## config.mk

```make
export PLATFORM = sky130hd
export DESIGN_NAME = arith_interval_encoder
export DESIGN_NICKNAME = d
export VERILOG_FILES = /design/src/rtl/arith_interval_encoder.sv
export SDC_FILE = /design/constraint.sdc
export NUM_CORES = 2
export LEC_CHECK = 0
export ABC_AREA = 1
export BUFFER_PORTS_ARGS = -buffer_cell sky130_fd_sc_hd__buf_2
export CORE_ASPECT_RATIO = 2
export CORE_MARGIN = 2
export CORE_UTILIZATION = 45
export DETAILED_ROUTE_END_ITERATION = 8
export PLACE_DENSITY = 0.71
export SYNTH_ARGS = -nofsm -noshare
export SYNTH_HDL_FRONTEND = slang
export SYNTH_SLANG_ARGS = --single-unit
```

## constraint.sdc

```tcl
create_clock -name clk -period 13.83 [get_ports clk]
set_input_delay 1.383 -clock clk [delete_from_list [all_inputs] [get_ports clk]]
set_output_delay 1.383 -clock clk [all_outputs]
set_load 0.01 [all_outputs]
```

## src/rtl/arith_interval_encoder.sv

```systemverilog
`timescale 1ns/1ps
// Purpose : binary arithmetic-coder interval update, renormalisation and
//           termination (flush), emitting one code bit per strobe.
// Latency : 3 cycles minimum per request (CALC, RENORM, DONE), plus one cycle
//           per shifted/underflow step and per pending bit emitted.
// Backpressure: ready_out is high only in IDLE; bit_valid_out has no
//           backpressure and must be consumed whenever it strobes.
//
// Ports:
//   clk, rst                  clock and synchronous active-high reset
//   valid_in / ready_out      request handshake; accepted on valid_in && ready_out
//   flush_in                  request is a termination rather than a symbol
//   prob_lower_in/upper_in    cumulative counts of the symbol, shift_in = log2(total)
//   bit_valid_out / bit_out   emitted code bit strobe and value
//   work_lower_out/upper_out  current interval bounds (registered)
//   pending_out               outstanding underflow bits
//   done_out                  one-cycle pulse when a request completes
//   error_out                 sticky illegal-probability / pending-overflow flag
module arith_interval_encoder #(
    parameter int PREC   = 16,
    parameter int PROB_W = 16,
    parameter int PEND_W = 16
) (
    input  logic                        clk,
    input  logic                        rst,
    input  logic                        valid_in,
    output logic                        ready_out,
    input  logic                        flush_in,
    input  logic [PROB_W-1:0]           prob_lower_in,
    input  logic [PROB_W-1:0]           prob_upper_in,
    input  logic [$clog2(PROB_W+1)-1:0] shift_in,
    output logic                        bit_valid_out,
    output logic                        bit_out,
    output logic [PREC-1:0]             work_lower_out,
    output logic [PREC-1:0]             work_upper_out,
    output logic [PEND_W-1:0]           pending_out,
    output logic                        done_out,
    output logic                        error_out
);

    localparam int SHIFT_W = $clog2(PROB_W+1);
    localparam int PW      = PREC + 1 + PROB_W;
    localparam logic [PEND_W-1:0] PEND_ONE = PEND_W'(1);
    localparam logic [PREC-1:0]   PREC_ONE = PREC'(1);

    typedef enum logic [2:0] {
        S_IDLE,
        S_CALC,
        S_RENORM,
        S_FOLLOW,
        S_DONE
    } state_t;

    state_t              state_q, state_d;
    logic [PREC-1:0]     low_q, low_d;
    logic [PREC-1:0]     high_q, high_d;
    logic [PEND_W-1:0]   pend_q, pend_d;
    logic                err_q, err_d;
    logic                flush_q, flush_d;
    logic [PROB_W-1:0]   plo_q, plo_d;
    logic [PROB_W-1:0]   pup_q, pup_d;
    logic [SHIFT_W-1:0]  shift_q, shift_d;
    logic                last_q, last_d;
    logic                bvld_q, bvld_d;
    logic                bit_q, bit_d;

    // Interval arithmetic for the captured symbol.
    logic [PREC:0]       range_w;
    logic [PW-1:0]       prod_hi_w, prod_lo_w;
    logic [PREC-1:0]     scl_hi_w, scl_lo_w;
    logic [PREC-1:0]     new_hi_w, new_lo_w;
    logic [PROB_W:0]     total_w;
    logic                up_too_big_w, illegal_w;
    logic                same_msb_w, underflow_w, pend_full_w;

    always_comb begin
        range_w   = {1'b0, high_q} - {1'b0, low_q} + {{PREC{1'b0}}, 1'b1};
        // Full-width products; truncation to PREC happens only after the shift.
        prod_hi_w = PW'(range_w) * PW'(pup_q);
        prod_lo_w = PW'(range_w) * PW'(plo_q);
        scl_hi_w  = PREC'(prod_hi_w >> shift_q);
        scl_lo_w  = PREC'(prod_lo_w >> shift_q);
        new_hi_w  = low_q + scl_hi_w - PREC_ONE;
        new_lo_w  = low_q + scl_lo_w;

        // For shifts wider than PROB_W the upper count can never exceed the total.
        total_w      = (PROB_W+1)'(1) << shift_q;
        up_too_big_w = (shift_q <= SHIFT_W'(PROB_W)) && ({1'b0, pup_q} > total_w);
        illegal_w    = (plo_q >= pup_q) || (shift_q == '0) || up_too_big_w;

        same_msb_w  = (low_q[PREC-1] == high_q[PREC-1]);
        underflow_w = (low_q[PREC-1:PREC-2] == 2'b01) && (high_q[PREC-1:PREC-2] == 2'b10);
        pend_full_w = &pend_q;
    end

    always_comb begin
        state_d = state_q;
        low_d   = low_q;
        high_d  = high_q;
        pend_d  = pend_q;
        err_d   = err_q;
        flush_d = flush_q;
        plo_d   = plo_q;
        pup_d   = pup_q;
        shift_d = shift_q;
        last_d  = last_q;
        bvld_d  = 1'b0;
        bit_d   = 1'b0;

        case (state_q)
            S_IDLE: begin
                if (valid_in) begin
                    flush_d = flush_in;
                    plo_d   = prob_lower_in;
                    pup_d   = prob_upper_in;
                    shift_d = shift_in;
                    state_d = S_CALC;
                end
            end

            S_CALC: begin
                if (flush_q) begin
                    // Termination: one more pending step, then low's second bit
                    // followed by the pending bits inverted.
                    if (pend_full_w) begin
                        err_d = 1'b1;
                    end else begin
                        pend_d = pend_q + PEND_ONE;
                    end
                    bvld_d  = 1'b1;
                    bit_d   = low_q[PREC-2];
                    last_d  = low_q[PREC-2];
                    state_d = S_FOLLOW;
                end else if (illegal_w) begin
                    err_d   = 1'b1;
                    state_d = S_DONE;
                end else begin
                    low_d   = new_lo_w;
                    high_d  = new_hi_w;
                    state_d = S_RENORM;
                end
            end

            S_RENORM: begin
                if (same_msb_w) begin
                    bvld_d = 1'b1;
                    bit_d  = low_q[PREC-1];
                    last_d = low_q[PREC-1];
                    low_d  = {low_q[PREC-2:0], 1'b0};
                    high_d = {high_q[PREC-2:0], 1'b1};
                    if (pend_q != '0) begin
                        state_d = S_FOLLOW;
                    end
                end else if (underflow_w) begin
                    // Straddling the midpoint: expand around the centre and
                    // defer the decision as a pending bit.
                    if (pend_full_w) begin
                        err_d = 1'b1;
                    end else begin
                        pend_d = pend_q + PEND_ONE;
                    end
                    low_d  = {~low_q[PREC-2], low_q[PREC-3:0], 1'b0};
                    high_d = {~high_q[PREC-2], high_q[PREC-3:0], 1'b1};
                end else begin
                    state_d = S_DONE;
                end
            end

            S_FOLLOW: begin
                bvld_d = 1'b1;
                bit_d  = ~last_q;
                pend_d = pend_q - PEND_ONE;
                if (pend_q <= PEND_ONE) begin
                    pend_d = '0;
                    if (flush_q) begin
                        low_d   = '0;
                        high_d  = '1;
                        state_d = S_DONE;
                    end else begin
                        state_d = S_RENORM;
                    end
                end
            end

            S_DONE: begin
                state_d = S_IDLE;
            end

            default: begin
                state_d = S_IDLE;
            end
        endcase
    end

    always_ff @(posedge clk) begin
        if (rst) begin
            state_q <= S_IDLE;
            low_q   <= '0;
            high_q  <= '1;
            pend_q  <= '0;
            err_q   <= 1'b0;
            flush_q <= 1'b0;
            plo_q   <= '0;
            pup_q   <= '0;
            shift_q <= '0;
            last_q  <= 1'b0;
            bvld_q  <= 1'b0;
            bit_q   <= 1'b0;
        end else begin
            state_q <= state_d;
            low_q   <= low_d;
            high_q  <= high_d;
            pend_q  <= pend_d;
            err_q   <= err_d;
            flush_q <= flush_d;
            plo_q   <= plo_d;
            pup_q   <= pup_d;
            shift_q <= shift_d;
            last_q  <= last_d;
            bvld_q  <= bvld_d;
            bit_q   <= bit_d;
        end
    end

    assign ready_out      = (state_q == S_IDLE);
    assign done_out       = (state_q == S_DONE);
    assign bit_valid_out  = bvld_q;
    assign bit_out        = bit_q;
    assign work_lower_out = low_q;
    assign work_upper_out = high_q;
    assign pending_out    = pend_q;
    assign error_out      = err_q;

endmodule

```

Word-level counts from Yosys, hierarchy flattened
Cells that the tools add are included.
{"block": "word_totals", "ff_bits": 93, "in_bits": 41, "out_inout_bits": 53, "word_cells": 111}
{"block": "op_classes", "add_sub_neg": 7, "n_mul": 2, "magnitude_cmp": 4, "eq_ne": 20, "shifts": 3, "mux": 44, "bitwise": 3, "n_reduce_logical": 16}
{"cell": "$mux W16", "count": 17}
{"cell": "$pmux W16 S3", "count": 3}
{"cell": "$mul A17 B16 Y33", "count": 2}
{"cell": "$shr A33 B5 Y16", "count": 2}
{"cell": "$add A16 B16 Y16", "count": 2}
{"cell": "$sub A16 B1 Y16 const B", "count": 2}
{"cell": "$mux W3", "count": 8}
{"cell": "$ne A2 B2 Y1 const B", "count": 9}
{"cell": "$add A17 B1 Y17 const B", "count": 1}
{"cell": "$gt A16 B17 Y1", "count": 1}
{"cell": "$shl A1 B5 Y17 const A", "count": 1}
{"cell": "$sub A16 B16 Y17", "count": 1}
{"cell": "$add A16 B1 Y16 const B", "count": 1}
{"cell": "$ge A16 B16 Y1", "count": 1}
{"cell": "$le A16 B1 Y1 const B", "count": 1}
{"cell": "$reduce_and A16 Y1", "count": 1}
{"cell": "$reduce_bool A16 Y1", "count": 1}
{"cell": "$ne A3 B3 Y1 const B", "count": 4}
{"cell": "$pmux W3 S4", "count": 1}
{"cell": "$reduce_and A4 Y1", "count": 3}
{"cell": "$mux W1", "count": 11}
{"cell": "$eq A3 B2 Y1 const B", "count": 2}
{"cell": "$pmux W1 S3", "count": 2}
{"cell": "$reduce_and A6 Y1", "count": 1}
{"cell": "16 further kinds", "count": 21}

Longest topological paths before layout
{"block": "logic_depth", "ltp_word": 9, "ltp_mapped": 63}

Worst setup path after synthesis
Ideal clock, no wire load.
{"block": "synth_path", "path_type": "reg-to-reg", "from": "register low_q[1], in the netlist work_lower_out[1]", "to": "register high_q[13], in the netlist work_upper_out[13]", "setup_ps": 119, "t_arrival_ps": 9749, "required_time_ps": 13711, "setup_slack_ps": 3962, "path_stages_with_launch": 61, "path_buffers": 1, "cell_sequence": "dfxtp_1 > ha_1 > inv_1 > ha_1 > inv_1 > fa_1 > inv_1 > nand3_1 > nand2_1 > a21oi_1 > or2_1 > nand2_1 > a21oi_1 > or2_0 > nand2_1 > inv_2 > buf_2 > nand2_1 > [25 not listed] > nand3_1 > o211ai_1 > nand3_1 > ha_1 > inv_1 > ha_1 > inv_1 > fa_1 > o21ai_0 > a21boi_1 > o21ai_0 > a21oi_1 > o21ai_1 > nand2_1 > o21ai_1 > nand2_1 > a21oi_1 > o21ai_1"}
{"block": "synth_between", "elab_chain_len": 9}
{"item": "from (decl)", "line_no": "55", "rtl": "logic [PREC-1:0] low_q, low_d;"}
{"item": "from (signal assigned)", "line_no": "211", "rtl": "low_q <= low_d;"}
{"item": "$sub A16 B16 Y17", "line_no": "77", "rtl": "range_w = {1'b0, high_q} - {1'b0, low_q} + {{PREC{1'b0}}, 1'b1};"}
{"item": "$add A17 B1 Y17", "line_no": "77"}
{"item": "$mul A17 B16 Y33", "line_no": "79", "rtl": "prod_hi_w = PW'(range_w) * PW'(pup_q);"}
{"item": "$shr A33 B5 Y16", "line_no": "81", "rtl": "scl_hi_w = PREC'(prod_hi_w >> shift_q);"}
{"item": "$add A16 B16 Y16 (*)", "line_no": "83", "rtl": "new_hi_w = low_q + scl_hi_w - PREC_ONE;"}
{"item": "$sub A16 B1 Y16 (*)", "line_no": "83"}
{"item": "$mux W16 (*)", "line_no": "134", "rtl": "end else if (illegal_w) begin"}
{"item": "$mux W16 (*)", "line_no": "122", "rtl": "if (flush_q) begin"}
{"item": "$pmux W16 S3 (*)", "line_no": "110", "rtl": "case (state_q)"}
{"item": "to (signal assigned)", "line_no": "212", "rtl": "high_q <= high_d;"}
{"item": "to (decl)", "line_no": "56", "rtl": "logic [PREC-1:0] high_q, high_d;"}
Every way passes the cells marked *; elsewhere a longest branch is shown, timed or not. The select of a mux whose other input is x is not followed.
A chain may end at the register's enable or synchronous reset.

Final worst setup path
{"block": "layout_path", "from": "register low_q[12], in the netlist work_lower_out[12]", "to": "register high_q[13], in the netlist work_upper_out[13]"}
The elaborated chain is that of the path after synthesis.

==> flow_metrics.env <==
export IMPL_antenna_found_initial=4
export IMPL_cp_startpoint="work_lower_out[12]"
export IMPL_synth_top_cell_area_share=0.2870
export IMPL_synthCells=4213
export IMPL_yosysSeqAreaShare=0.06370
export IMPL_crit_path_start_kind="flop"
export IMPL_wire_per_inst_um=20.89
export IMPL_grt_max_degree=77
export IMPL_slowest_delay_ns=0.75
export IMPL_multi_input_area_um2=23600
export IMPL_cp_slowest_cell="nand2_1"
export IMPL_num_vias=28393
export IMPL_globalplace_congestion=1.020
export IMPL_postPlaceCellArea_um2=30360
export IMPL_yosysTopAreaCell="fa_1"
export IMPL_htreeDepth=3
export IMPL_viasPerCell=5.610
export IMPL_synthFlopType="dfxtp_1"
export IMPL_cpMostUsedCell="nand2_1"
export IMPL_cts_setup_buffers=0
export IMPL_grt_ovfl_total=0
export IMPL_cts_root_buf="clkbuf_16"
export IMPL_yosysMostFrequentCell="nand2_1"
export IMPL_worst_hold_path_type="reg2reg"
export IMPL_cts_sinks=93
export IMPL_cts_tree="built"
export IMPL_first_pass_iters=6
export IMPL_synth_area_leaders="fa_1 (29%), ha_1 (14%), nand2_1 (13%)"
export IMPL_netlist_area_um2=29230
export IMPL_drv_slew=0
export IMPL_port_buffers=93
export IMPL_setup_viol=0
export IMPL_rows=132
export IMPL_worstSetupEndpointType="flop"
export IMPL_io_pins=94
export IMPL_clk_pin_slew_ns=0.09
export IMPL_ant_nets=0
export IMPL_detailed_place_hpwl_um=88960
export IMPL_holdCritStartpoint="error_out"
export IMPL_nNetsFinal=4964
export IMPL_cp_max_fo=22
export IMPL_drt_total_wl_um=105700
export IMPL_layout_setup_ws_ns=1.591
export IMPL_synth_edff_count=0
export IMPL_tightest_slew_ns=1.031
export IMPL_ctsHoldBuffers=0
export IMPL_drive_above_1_share=0.06043
export IMPL_r2r_slack_ns=1.59
export IMPL_place_ws_ns=1.844
export IMPL_first_global_vias=29955
export IMPL_required_ns=14.12
export IMPL_yosys_top_cells_count="nand2_1 (1043), inv_1 (776), fa_1 (419)"
export IMPL_synth_distinct_cells=62
export IMPL_cts_buffers=9
export IMPL_cts_resized=0
export IMPL_die_h_um=364.4
export IMPL_die_w_um=184.2
export IMPL_min_period_over_period=0.8850
export IMPL_status="finished, final reports clean"
export IMPL_area_growth_pct=4.992
export IMPL_core_area_um2=64580
export IMPL_syn_nets=4995
export IMPL_grt_pass1_wl_um=163800
export IMPL_fillers=6600
export IMPL_seq_area_um2=1866
export IMPL_finalCriticalPeriod_ns=12.24
export IMPL_fmax_mhz=81.70
export IMPL_yosysWarnings=0
export IMPL_insertion_delay_ns=0.39
export IMPL_die_area_um2=67130
export IMPL_path_class="reg2reg"
export IMPL_ys_ff_latch=93
export IMPL_gr_usage_all_layers=0.3223
export IMPL_tns_ns=0
export IMPL_crit_arrival_ns=12.53
export IMPL_clock_path_buffers=2
export IMPL_rsz0062_at_grt="no"
export IMPL_clock_skew_ns=0.01823
export IMPL_rr_startpoint="work_lower_out[12]"
export IMPL_hold_violations=0
export IMPL_drv_cap=0
export IMPL_drt_iter0_markers=2102
export IMPL_slew_headroom=0.3113
export IMPL_async_flop_share=0
export IMPL_remaining_drc_errors=0
export IMPL_fin_area_um2=30690
export IMPL_avgSynthCellArea_um2=6.937
export IMPL_start_util=0.4526
==> state kept, by name, summed over array words and instances (netlist names), 3 cells and up <==
register        count
state_q             3
work_upper_out     16
pending_out        16
plo_q              16
shift_q             5
work_lower_out     16
pup_q              16
==> cell usage in the layout, fill, tap and decap left out, types with 13 or more instances in the layout <==
cell / count
a21oi_1: 210
buf_2: 93
buf_4: 42
clkinv_1: 15
dfxtp_1: 90
fa_1: 419
ha_1: 322
inv_1: 776
inv_2: 13
nand2_1: 1042
nand2_2: 20
nand3_1: 288
nand4_1: 30
nor2_1: 326
nor3_1: 20
o211ai_1: 18
o21ai_0: 168
o21ai_1: 22
o221ai_1: 13
o22ai_1: 15
or2_2: 13
xnor2_1: 16
xor2_1: 26
==> final timing paths <==
| path | endpoint | cells past startpoint |
|---|---|---|
| worst min-delay path | error_out | 2 |
| worst max-delay path | work_upper_out[13] | 54 |
| worst max register to register | work_upper_out[13] | 54 |
| worst min register to register | error_out | 2 |
==> through the flow <==
stage,cells,util,hold WS (ns)
detailed placement,5042,0.4702,0.4626
finish,5061,0.4752,0.4841
floorplan,4213,-,0.5022
CTS,5058,0.4751,0.4864
global route,5058,0.4751,0.5388
global placement,5042,0.4702,0.4571
==> cells by family after synthesis <==
| kind of cell | Yosys count | synth area share |
|---|---|---|
| xor gates and xnor gates | 42 | 0.01259 |
| AOI/OAI and AO/OA | 543 | 0.1075 |
| DFF | 93 | 0.06370 |
| buffers and inverters | 982 | 0.1289 |
| and+or+nand+nor | 1807 | 0.2607 |
| muxes | 5 | 0.001712 |
| adders and majority gates | 741 | 0.4248 |
==> worst max-delay path: cells and delay by family, from the launching register on <==
kind / cells / cell delay, ns
compound gates: 12 / 2.01
buf+inv: 8 / 1.12
flops: 1 / 0.34
fa+ha+maj: 12 / 4.61
simple gates: 22 / 4.06
==> final cells by class <==
cell class	instances	area share
antenna	3	0.0002446
clock buffer	9	0.007339
clock inverter	7	0.002977
inverter	805	0.09851
multi-input combinational	3138	0.7692
sequential	93	0.06080
tap	871	0.03551
timing repair buffer	135	0.02544
==> per-layer routing <==
| layer | share of wire | global-route usage | vias to the layer above | wire [um] |
|---|---|---|---|---|
| met3 | 0.058 | 0.04305 | 516 | 6131 |
| met2 | 0.51 | 0.5936 | 1264 | 54380 |
| li1 | - | - | 13117 | - |
| met4 | 0.11 | 0.2904 | 2 | 11420 |
| met5 | 0.000085 | 0 | - | 9 |
| met1 | 0.32 | 0.3079 | 13494 | 33780 |
Power is left out: the tool's default activity adds up to more than one toggle a clock period on the data nets, which glitch-free logic cannot reach.
